**src/rtl/conv2d_pkg.sv**
```systemverilog
// rtl/conv2d_pkg.sv - state/mode encodings and width helpers for the conv2d MAC engine
package conv2d_pkg;

   typedef enum logic [2:0] {
      ST_IDLE     = 3'd0,
      ST_LOAD_IMG = 3'd1,
      ST_LOAD_KER = 3'd2,
      ST_MAC      = 3'd3,
      ST_OUT      = 3'd4,
      ST_DONE     = 3'd5
   } state_e;

   typedef enum logic {
      MODE_CONV = 1'b0,
      MODE_CORR = 1'b1
   } mode_e;

   // Sum of KER*KER full-width products never overflows this width.
   function automatic int acc_width(input int dw, input int ker);
      return 2 * dw + $clog2(ker * ker);
   endfunction

   function automatic int idx_width(input int n);
      return (n > 1) ? $clog2(n) : 1;
   endfunction

endpackage

```
**src/rtl/conv2d_mac_engine_if.sv**
```systemverilog
// rtl/conv2d_mac_engine_if.sv - operand load stream and result stream of the conv2d engine
interface conv2d_mac_engine_if #(
   parameter int DW = 8
);
   logic          ld_valid;
   logic          ld_ready;
   logic [DW-1:0] ld_data;
   logic          out_valid;
   logic          out_ready;
   logic [DW-1:0] out_data;

   modport master (
      output ld_valid, ld_data, out_ready,
      input  ld_ready, out_valid, out_data
   );

   modport slave (
      input  ld_valid, ld_data, out_ready,
      output ld_ready, out_valid, out_data
   );
endinterface

```
**src/rtl/conv2d_mac.sv**
```systemverilog
// rtl/conv2d_mac.sv - unsigned DW x DW multiply-accumulate with clear and enable
module conv2d_mac
   import conv2d_pkg::*;
#(
   parameter int DW  = 8,
   parameter int KER = 3,
   localparam int ACC_W = acc_width(DW, KER)
) (
   input  logic             clk,
   input  logic             reset,
   input  logic             clr,
   input  logic             en,
   input  logic [DW-1:0]    a,
   input  logic [DW-1:0]    b,
   output logic [ACC_W-1:0] acc_next
);

   logic [ACC_W-1:0] acc_q;
   logic [ACC_W-1:0] acc_d;

   always_comb begin
      acc_d = acc_q;
      if (clr) begin
         acc_d = '0;
      end else if (en) begin
         acc_d = acc_q + ACC_W'(a) * ACC_W'(b);
      end
   end

   always_ff @(posedge clk) begin
      if (!reset) begin
         acc_q <= '0;
      end else begin
         acc_q <= acc_d;
      end
   end

   // Exposing the next value lets the engine register the finished pixel on the last product edge.
   assign acc_next = acc_d;

endmodule

```
**src/rtl/conv2d_mac_engine.sv**
```systemverilog
// rtl/conv2d_mac_engine.sv - time-multiplexed IMGxIMG by KERxKER convolution engine; CONV_SAT_EN selects saturating output
module conv2d_mac_engine
   import conv2d_pkg::*;
#(
   parameter int IMG = 4,
   parameter int KER = 3,
   parameter int DW  = 8
) (
   input  logic                clk,
   input  logic                reset,
   input  logic                run,
   input  logic                mode,
   conv2d_mac_engine_if.slave  bus,
   output logic                busy,
   output logic [2:0]          cur_state
);

   localparam int IMG_N = IMG * IMG;
   localparam int KER_N = KER * KER;
   localparam int OUT_N = IMG - KER + 1;
   localparam int ACC_W = acc_width(DW, KER);
   localparam int IAW   = idx_width(IMG_N);
   localparam int KAW   = idx_width(KER_N);
   localparam int CW    = $clog2(IMG_N + 1);
   localparam int RW    = $clog2(IMG + 1);

   state_e          state_q, state_d;
   mode_e           mode_q, mode_d;
   logic [CW-1:0]   ld_cnt_q, ld_cnt_d;
   logic [KAW-1:0]  k_cnt_q, k_cnt_d;
   logic [RW-1:0]   k_r_q, k_r_d;
   logic [RW-1:0]   k_c_q, k_c_d;
   logic [RW-1:0]   px_r_q, px_r_d;
   logic [RW-1:0]   px_c_q, px_c_d;
   logic            ld_ready_q, ld_ready_d;
   logic            out_valid_q, out_valid_d;
   logic [DW-1:0]   out_data_q, out_data_d;
   logic            busy_q, busy_d;

   logic            img_we, ker_we;
   logic            mac_clr, mac_en;
   logic [IAW-1:0]  img_addr;
   logic [KAW-1:0]  ker_addr;
   logic [ACC_W-1:0] acc_next;
   logic [DW-1:0]   result;
   logic            ld_fire;
   logic            last_pixel;

   logic [DW-1:0]   img_mem [IMG_N];
   logic [DW-1:0]   ker_mem [KER_N];

   always_ff @(posedge clk) begin
      if (img_we) begin
         img_mem[ld_cnt_q[IAW-1:0]] <= bus.ld_data;
      end
      if (ker_we) begin
         ker_mem[ld_cnt_q[KAW-1:0]] <= bus.ld_data;
      end
   end

   // Convolution walks the kernel backwards, which is the 180-degree rotation.
   always_comb begin
      img_addr = IAW'((int'(px_r_q) + int'(k_r_q)) * IMG + int'(px_c_q) + int'(k_c_q));
      if (mode_q == MODE_CONV) begin
         ker_addr = KAW'(KER_N - 1 - int'(k_cnt_q));
      end else begin
         ker_addr = k_cnt_q;
      end
   end

   conv2d_mac #(
      .DW  (DW),
      .KER (KER)
   ) u_mac (
      .clk      (clk),
      .reset    (reset),
      .clr      (mac_clr),
      .en       (mac_en),
      .a        (img_mem[img_addr]),
      .b        (ker_mem[ker_addr]),
      .acc_next (acc_next)
   );

`ifdef CONV_SAT_EN
   assign result = (|acc_next[ACC_W-1:DW]) ? {DW{1'b1}} : acc_next[DW-1:0];
`else
   assign result = DW'(acc_next);
`endif

   assign ld_fire    = bus.ld_valid && ld_ready_q;
   assign last_pixel = (px_r_q == RW'(OUT_N - 1)) && (px_c_q == RW'(OUT_N - 1));

   always_comb begin
      state_d     = state_q;
      mode_d      = mode_q;
      ld_cnt_d    = ld_cnt_q;
      k_cnt_d     = k_cnt_q;
      k_r_d       = k_r_q;
      k_c_d       = k_c_q;
      px_r_d      = px_r_q;
      px_c_d      = px_c_q;
      ld_ready_d  = ld_ready_q;
      out_valid_d = out_valid_q;
      out_data_d  = out_data_q;
      busy_d      = busy_q;
      img_we      = 1'b0;
      ker_we      = 1'b0;
      mac_clr     = 1'b0;
      mac_en      = 1'b0;

      case (state_q)
         ST_IDLE: begin
            if (run) begin
               state_d    = ST_LOAD_IMG;
               mode_d     = mode_e'(mode);
               ld_cnt_d   = '0;
               k_cnt_d    = '0;
               k_r_d      = '0;
               k_c_d      = '0;
               px_r_d     = '0;
               px_c_d     = '0;
               ld_ready_d = 1'b1;
               busy_d     = 1'b1;
            end
         end
         ST_LOAD_IMG: begin
            if (ld_fire) begin
               img_we = 1'b1;
               if (ld_cnt_q == CW'(IMG_N - 1)) begin
                  ld_cnt_d = '0;
                  state_d  = ST_LOAD_KER;
               end else begin
                  ld_cnt_d = ld_cnt_q + 1'b1;
               end
            end
         end
         ST_LOAD_KER: begin
            if (ld_fire) begin
               ker_we = 1'b1;
               if (ld_cnt_q == CW'(KER_N - 1)) begin
                  ld_cnt_d   = '0;
                  ld_ready_d = 1'b0;
                  mac_clr    = 1'b1;
                  state_d    = ST_MAC;
               end else begin
                  ld_cnt_d = ld_cnt_q + 1'b1;
               end
            end
         end
         ST_MAC: begin
            mac_en = 1'b1;
            if (k_cnt_q == KAW'(KER_N - 1)) begin
               k_cnt_d     = '0;
               k_r_d       = '0;
               k_c_d       = '0;
               out_valid_d = 1'b1;
               out_data_d  = result;
               state_d     = ST_OUT;
            end else begin
               k_cnt_d = k_cnt_q + 1'b1;
               if (k_c_q == RW'(KER - 1)) begin
                  k_c_d = '0;
                  k_r_d = k_r_q + 1'b1;
               end else begin
                  k_c_d = k_c_q + 1'b1;
               end
            end
         end
         ST_OUT: begin
            if (bus.out_ready) begin
               out_valid_d = 1'b0;
               mac_clr     = 1'b1;
               if (last_pixel) begin
                  state_d = ST_DONE;
               end else begin
                  state_d = ST_MAC;
                  if (px_c_q == RW'(OUT_N - 1)) begin
                     px_c_d = '0;
                     px_r_d = px_r_q + 1'b1;
                  end else begin
                     px_c_d = px_c_q + 1'b1;
                  end
               end
            end
         end
         ST_DONE: begin
            busy_d  = 1'b0;
            state_d = ST_IDLE;
         end
         default: begin
            state_d = ST_IDLE;
            busy_d  = 1'b0;
         end
      endcase
   end

   always_ff @(posedge clk) begin
      if (!reset) begin
         state_q     <= ST_IDLE;
         mode_q      <= MODE_CONV;
         ld_cnt_q    <= '0;
         k_cnt_q     <= '0;
         k_r_q       <= '0;
         k_c_q       <= '0;
         px_r_q      <= '0;
         px_c_q      <= '0;
         ld_ready_q  <= 1'b0;
         out_valid_q <= 1'b0;
         out_data_q  <= '0;
         busy_q      <= 1'b0;
      end else begin
         state_q     <= state_d;
         mode_q      <= mode_d;
         ld_cnt_q    <= ld_cnt_d;
         k_cnt_q     <= k_cnt_d;
         k_r_q       <= k_r_d;
         k_c_q       <= k_c_d;
         px_r_q      <= px_r_d;
         px_c_q      <= px_c_d;
         ld_ready_q  <= ld_ready_d;
         out_valid_q <= out_valid_d;
         out_data_q  <= out_data_d;
         busy_q      <= busy_d;
      end
   end

   assign bus.ld_ready  = ld_ready_q;
   assign bus.out_valid = out_valid_q;
   assign bus.out_data  = out_data_q;
   assign busy          = busy_q;
   assign cur_state     = state_q;

endmodule

```
**src/flat_wrapper.sv**
```systemverilog
// flat-port wrapper written by rule: the top's interface ports become plain ports
module conv2d_mac_engine_flat import conv2d_pkg::*;
#(
   parameter int IMG = 4,
   parameter int KER = 3,
   parameter int DW  = 8
)
  (clk, reset, run, mode, busy, cur_state, bus_ld_valid, bus_ld_data, bus_out_ready, bus_ld_ready, bus_out_valid, bus_out_data);
  conv2d_mac_engine_if #(.DW(DW)) bus_i ();
  input  logic clk;
  input  logic reset;
  input  logic run;
  input  logic mode;
  output logic busy;
  output logic [2:0] cur_state;
  input wire logic [$bits(bus_i.ld_valid)-1:0] bus_ld_valid;
  input wire logic [$bits(bus_i.ld_data)-1:0] bus_ld_data;
  input wire logic [$bits(bus_i.out_ready)-1:0] bus_out_ready;
  output wire logic [$bits(bus_i.ld_ready)-1:0] bus_ld_ready;
  output wire logic [$bits(bus_i.out_valid)-1:0] bus_out_valid;
  output wire logic [$bits(bus_i.out_data)-1:0] bus_out_data;
  assign bus_i.ld_valid = bus_ld_valid;
  assign bus_i.ld_data = bus_ld_data;
  assign bus_i.out_ready = bus_out_ready;
  assign bus_ld_ready = bus_i.ld_ready;
  assign bus_out_valid = bus_i.out_valid;
  assign bus_out_data = bus_i.out_data;
  conv2d_mac_engine #(.IMG(IMG), .KER(KER), .DW(DW)) u_core (.clk(clk), .reset(reset), .run(run), .mode(mode), .bus(bus_i), .busy(busy), .cur_state(cur_state));
endmodule
```
**config.mk**
```make
export PLATFORM = sky130hd
export DESIGN_NAME = conv2d_mac_engine_flat
export DESIGN_NICKNAME = d
export VERILOG_FILES = /design/src/rtl/conv2d_pkg.sv /design/src/rtl/conv2d_mac_engine_if.sv /design/src/rtl/conv2d_mac.sv /design/src/rtl/conv2d_mac_engine.sv /design/src/flat_wrapper.sv
export SDC_FILE = /design/constraint.sdc
export NUM_CORES = 1
export LEC_CHECK = 0
export CAP_MARGIN = 20
export CORE_ASPECT_RATIO = 2
export CORE_MARGIN = 4
export CORE_UTILIZATION = 63
export DETAILED_ROUTE_END_ITERATION = 16
export HOLD_SLACK_MARGIN = 0.05
export PLACE_DENSITY = 0.91
export SYNTH_ARGS = -nofsm -noshare
export SYNTH_HDL_FRONTEND = slang
export SYNTH_HIERARCHICAL = 1
export SYNTH_SLANG_ARGS = --single-unit
```
**constraint.sdc**
```tcl
create_clock -name clk -period 9 [get_ports clk]
set_input_delay 1.35 -clock clk [delete_from_list [all_inputs] [get_ports clk]]
set_output_delay 1.35 -clock clk [all_outputs]
set_load 0.03 [all_outputs]
```
==> flow_summary.toml, run 1 <==
[setup_path]
crit_path_frequent_cell = "fa_1"
crit_slowest_cell = "fa_1"
cp.arrival_ps = 7120
crit_path_max_incr_delay_ps = 600
crit_type = "register to register"
path_cells = "ha_1 -> inv_1 -> fa_1 -> fa_1 -> xor2_1 -> xnor2_1 -> xnor2_2 -> buf_8 -> mux2i_1 -> mux2i_1 -> nand2_1 -> fa_1 -> fa_1 -> inv_1 -> fa_1 -> inv_1 -> fa_1 -> inv_1 -> ha_1 -> xnor2_1 -> mux2i_1 -> nor2_1 -> mux2i_1 -> nor2_1"
crit_path_start_kind = "register"
cp_data_required_time_ps = 9350
crit_fanout = 12
cp-end-kind = "register"

[power]
comb_power_share_pct = 9.4
power_leakage_uw = 0.00441
pwr_density_cell_mw_per_mm2 = 186
power_frac_seq_pct = 53.4
power.switching_uw = 529
p_int_uw = 1780
clockPowerShare_pct = 37.3
vdd_drop_max_v = 0.000183
swShare_pct = 22.9

[sta]
final.setup.worst_slack_ps = 2220
worst_pin_slew_ps = 1070
finalHoldViolCount = 0
finalSetupViolCount = 0
finalCriticalPeriod_ps = 6780
grt_setup_unrepaired = "false"
timing.fmax_ghz = 0.148
clock_skew_ps = 15.2
relSlewSlack_pct = 28.4
drv_slew = 0
setup-tns-final_ps = 0
final.period_utilization_pct = 75.3

[synthesis]
netlist_instances = 769
yosys_warnings = 6
netlist_area_mm2 = 0.0112
avgSynthCellArea_um2 = 14.6
synth_nets = 842

[clock_tree]
cts_hold_buf = 0
max-clock-path-buffers = 3
cts_setup_buffers = 0
cts_tree = "done"
clk_pin_slew_ps = 70
clk_latency_ps = 510
cts_sinks = 243
numCtsBuffers = 21
cts_resized = 0
cts_max_level = 1
cts_root_buf = "clkbuf_16"

[hold_path]
hold_path.class = "register to register"

[grt]
grt_pass1_wl_mm = 38.2
antenna_found_initial = 0
grt_max_degree = 33
grt-ovfl-total = 0
grt.total_usage_pct = 25.1
grt_pass1_vias = 6909

[drt]
drtPass1Iterations = 7
routed_wl_mm = 24.1
viasPerCell = 6.38
drc = 0
drt_iter0_drc = 563
vias = 6524
ant_nets = 0
wl_per_cell_um = 23.5

[placement]
dp_hpwl_mm = 17.0
port_buffers = 27
placedCellCount = 984
place.gp.congestion = 0.913
pre_cts_ws_ps = 1860

[cells_and_area]
fin_cells = 1023
areaGrowthSynthToFinish_pct = 10.3
nets = 872
drive_gt1_share_pct = 12.5
num_antenna_cells = 0

[outcome]
status = "complete, no violations"

[floorplan]
floorplan.rows = 68
die_w_um = 102
dieArea_mm2 = 0.0202
initial_core_util_pct = 64.5
io-pin-count = 28
die_y_um = 197
core_mm2 = 0.0174

[flow_run]
timing.max_cap.violations = 0
==> worst max-delay path: cells and delay by family, from the launching register on <==
| kind | cells | cell delay (ps) |
|---|---|---|
| fa+ha+maj | 8 | 3590 |
| mux | 4 | 900 |
| xor+xnor | 4 | 870 |
| buf+inv | 5 | 500 |
| flops | 1 | 460 |
| simple gates | 3 | 270 |
==> flip-flops by register name (all words and copies together) (netlist names) <==
signal	count
u_core/k_cnt_q	4
u_core/k_c_q	3
u_core/bus.out_data	8
u_core/cur_state	3
u_core/u_mac/acc_q	8
u_core/ker_mem	72
u_core/bus.out_valid	1
u_core/mode_q	1
u_core/k_r_q	2
u_core/img_mem	128
u_core/px_r_q	3
u_core/ld_cnt_q	5
u_core/bus.ld_ready	1
u_core/px_c_q	3
u_core/busy	1
==> per-layer routing <==
metal	track usage, %	vias to the layer above	part of all wire [%]
met2	45.2	260	56
met4	11.6	0	5.0
met1	28.9	3313	34
li1	-	2877	-
met5	0	-	0
met3	3.22	74	4.5
==> area by class of cell <==
type	instances	area, um^2
Inverter	73	274
Fill cell	1047	5040
Clock inverter	9	87.6
Tap cell	210	263
Timing Repair Buffer	41	383
Multi-Input combinational cell	419	3970
Clock buffer	28	562
Sequential cell	243	6870
==> cell usage in the layout (no fill, tap or decap), types with 3 or more instances in the layout <==
master	instances
nor3_1	12
nand2_1	44
a21oi_1	27
clkbuf_1	6
a31oi_1	5
nand3_1	10
nand3b_1	7
clkbuf_16	21
a222oi_1	8
buf_4	12
fa_1	27
clkinvlp_4	3
nand2b_1	6
clkdlybuf4s50_1	27
mux2i_1	42
nor3b_1	3
a22oi_1	4
ha_1	31
nor2b_1	4
edfxtp_1	200
mux4_2	48
nor2_1	55
dfxtp_1	43
and2_1	30
a21o_1	5
xor2_1	3
xnor2_1	6
inv_1	73
o21ai_0	13
==> metrics by stage <==
stage | instance area [um^2] | utilization [%] | hold slack (ps) | power, uW
floorplan | 11200 | - | 403 | 1400
global route | 12400 | 71.1 | 477 | 2400
CTS | 12400 | 71.0 | 443 | 2320
global placement | 11700 | 67.2 | 412 | 1450
detailed placement | 11700 | 67.2 | 435 | 1470
finish | 12400 | 71.1 | 446 | 2300
==> power by group through the flow <==
stage	logic (uW)	registers, uW	clock network (uW)
5_1_grt	245	1230	925
3_5_place_dp	214	1250	0
4_1_cts	217	1230	874
2_1_floorplan	143	1250	0
3_3_place_gp	200	1250	0
6_report	216	1230	859
==> worst paths after layout <==
check        depth (start not counted)  slack [ps]        startpoint                      to
min                                  1         450   u_core/k_c_q[2]         u_core/k_c_q[2]
max                                 24        2220  u_core/px_r_q[0]  u_core/bus.out_data[7]
max reg2reg                         24        2220  u_core/px_r_q[0]  u_core/bus.out_data[7]
min reg2reg                          1         450   u_core/k_c_q[2]         u_core/k_c_q[2]
Note: power is estimated with default switching activity, not from simulation.
==> inputs of run 2 (changes only) <==
--- a/config.mk
+++ b/config.mk
@@ -8,10 +8,10 @@
 export CAP_MARGIN = 20
 export CORE_ASPECT_RATIO = 2
 export CORE_MARGIN = 4
-export CORE_UTILIZATION = 63
+export CORE_UTILIZATION = 57
 export DETAILED_ROUTE_END_ITERATION = 16
 export HOLD_SLACK_MARGIN = 0.05
-export PLACE_DENSITY = 0.91
+export PLACE_DENSITY = 0.87
 export SYNTH_ARGS = -nofsm -noshare
 export SYNTH_HDL_FRONTEND = slang
 export SYNTH_HIERARCHICAL = 1
==> constraint.sdc (replaced) <==
create_clock -name clk -period 6 [get_ports clk]
set_input_delay 0.9 -clock clk [delete_from_list [all_inputs] [get_ports clk]]
set_output_delay 0.9 -clock clk [all_outputs]
set_load 0.03 [all_outputs]
==> run 2 against run 1 <==
Against the previous run:
- the run now ends with setup timing left
- sequential share of layout area is 2.7 points lower
- critical endpoint unchanged
- combinational power is 69% higher
- wire length is 8.5% higher
- flip-flop and latch count stayed put
==> flow_summary.toml, run 2 (synthesis results as in run 1) <==
[cells_and_area]
fin_area_mm2 = 0.0130
mostFrequentLayoutCells = "200 x edfxtp_1, 65 x inv_1, 55 x nor2_1"
regArea_mm2 = 0.00687
drive_gt1_share_pct = 20.9
nets = 900
nFillCells = 1209
num_antenna_cells = 0
largest_reg_flops = 128
areaGrowthSynthToFinish_pct = 15.9
final_common_cell = "edfxtp_1"
multi_input_area_mm2 = 0.00421

[clock_tree]
clk_latency_ps = 530
cts_max_level = 1
max-clock-path-buffers = 3
cts_sinks = 243
cts_tree = "done"
cts_root_buf = "clkbuf_16"
numCtsBuffers = 21
clk_pin_slew_ps = 80

[grt]
antenna_found_initial = 0
grt_max_degree = 33
grt_pass1_vias = 7006
grt-ovfl-total = 0
grt.total_usage_pct = 24.4
grt_pass1_wl_mm = 40.1

[hold_path]
hold_path.class = "register to register"
hold_depth = 1
hp-start = "u_core/k_c_q[2]"

[setup_path]
crit_type = "register to register"
crit_slowest_cell = "fa_1"
cp-end-kind = "register"
r2r-start = "u_core/px_r_q[0]"
worst_r2r_path_depth = 29
crit_path_start_kind = "register"
crit_path_max_incr_delay_ps = 540
crit_path_start = "u_core/px_r_q[0]"
cp_data_required_time_ps = 6360
crit_fanout = 6
cp.arrival_ps = 6530

[floorplan]
io-pin-count = 28
die_y_um = 207
floorplan.rows = 72
core_mm2 = 0.0194
dieArea_mm2 = 0.0222
initial_core_util_pct = 58.1
die_w_um = 107

[drt]
ant_nets = 0
drtPass1Iterations = 8
vias = 6647
viasPerCell = 6.04
routed_wl_mm = 26.1
drc = 0
wl_per_cell_um = 23.7
drt_iter0_drc = 638

[outcome]
status = "finished with violations"
violations = "setup timing"

[sta]
finalCriticalPeriod_ps = 6180
grt_setup_unrepaired = "true"
worst_pin_slew_ps = 1190
whs_ps = 433
finalHoldViolCount = 0
drv_slew = 0
timing.fmax_ghz = 0.162
relSlewSlack_pct = 20.3
final.setup.worst_slack_ps = -177
final.period_utilization_pct = 103
clock_skew_ps = 26.9
finalSetupViolCount = 5

[placement]
port_buffers = 27
place.gp.congestion = 0.908
dp_hpwl_mm = 17.3
postPlaceCellArea_mm2 = 0.0120

[power]
vdd_drop_max_v = 0.000192
power_leakage_uw = 0.00453
pwr_density_cell_mw_per_mm2 = 276

[flow_run]
timing.max_cap.violations = 0
[run 2: cell count changes in the layout (fill, tap and decap cells not counted), sizes merged]
cell and delta:
inv +2, clkinvlp -1, buf +28, clkinv +3
bufinv +2, clkbuf -6
[run 2: stage by stage]
step	setup TNS [ps]	total power (uW)	utilization, %	instances	setup slack, ps
after detailed placement	-1190	2210	62.0	1054	-280
final	-386	3600	67.3	1100	-177
after global routing	-1500	3730	67.3	1100	-409
after global placement	-362	2190	62.0	1052	-115
after CTS	-243	3600	66.7	1096	-129
after floorplan	0	2100	-	769	10.9
[run 2: report_power, final]
group	switching, uW	total, uW	internal [uW]
combinational	215	364	149
sequential	14.9	1850	1830
clock	605	1390	780
total	834	3600	2760
[run 2: what timing repair did]
item	4_1_cts	5_1_grt
pin swaps	22	17
gates resized for setup	33	19
hold buffers	0	0
setup endpoints to repair	8	8
cloned	1	0
buffers inserted	4	4
[run 2: critical path, delay by kind of cell (launching register included)]
kind                     cells  cell delay, ps
AO/OA/AOI/OAI                2             340
adder cells (fa/ha/maj)      9            3180
multiplexers                 4             670
AND/OR/NAND/NOR              3             170
flip-flops                   1             340
XOR/XNOR                     4             650
buffers and inverters        7             630
[run 2: worst paths after layout]
| path | to | slack, ps |
|---|---|---|
| max | u_core/bus.out_data[7] | -180 |
| min | u_core/k_c_q[2] | 430 |
| max reg2reg | u_core/bus.out_data[7] | -180 |
| min reg2reg | u_core/k_c_q[2] | 430 |
[run 2: cell type report]
class / count / area share [%]
clock buffer: 22 / 4.06
clock inverter: 15 / 1.31
inverter: 73 / 2.10
multi-input combinational: 419 / 32.3
sequential: 243 / 52.7
tap: 259 / 2.49
timing repair buffer: 69 / 5.09
[run 2: routing by layer]
metal	global-route usage [%]	part of all wire [%]
met5	0	0
met4	15.1	6.7
met3	3.05	4.8
met2	45.1	57
met1	25.9	32
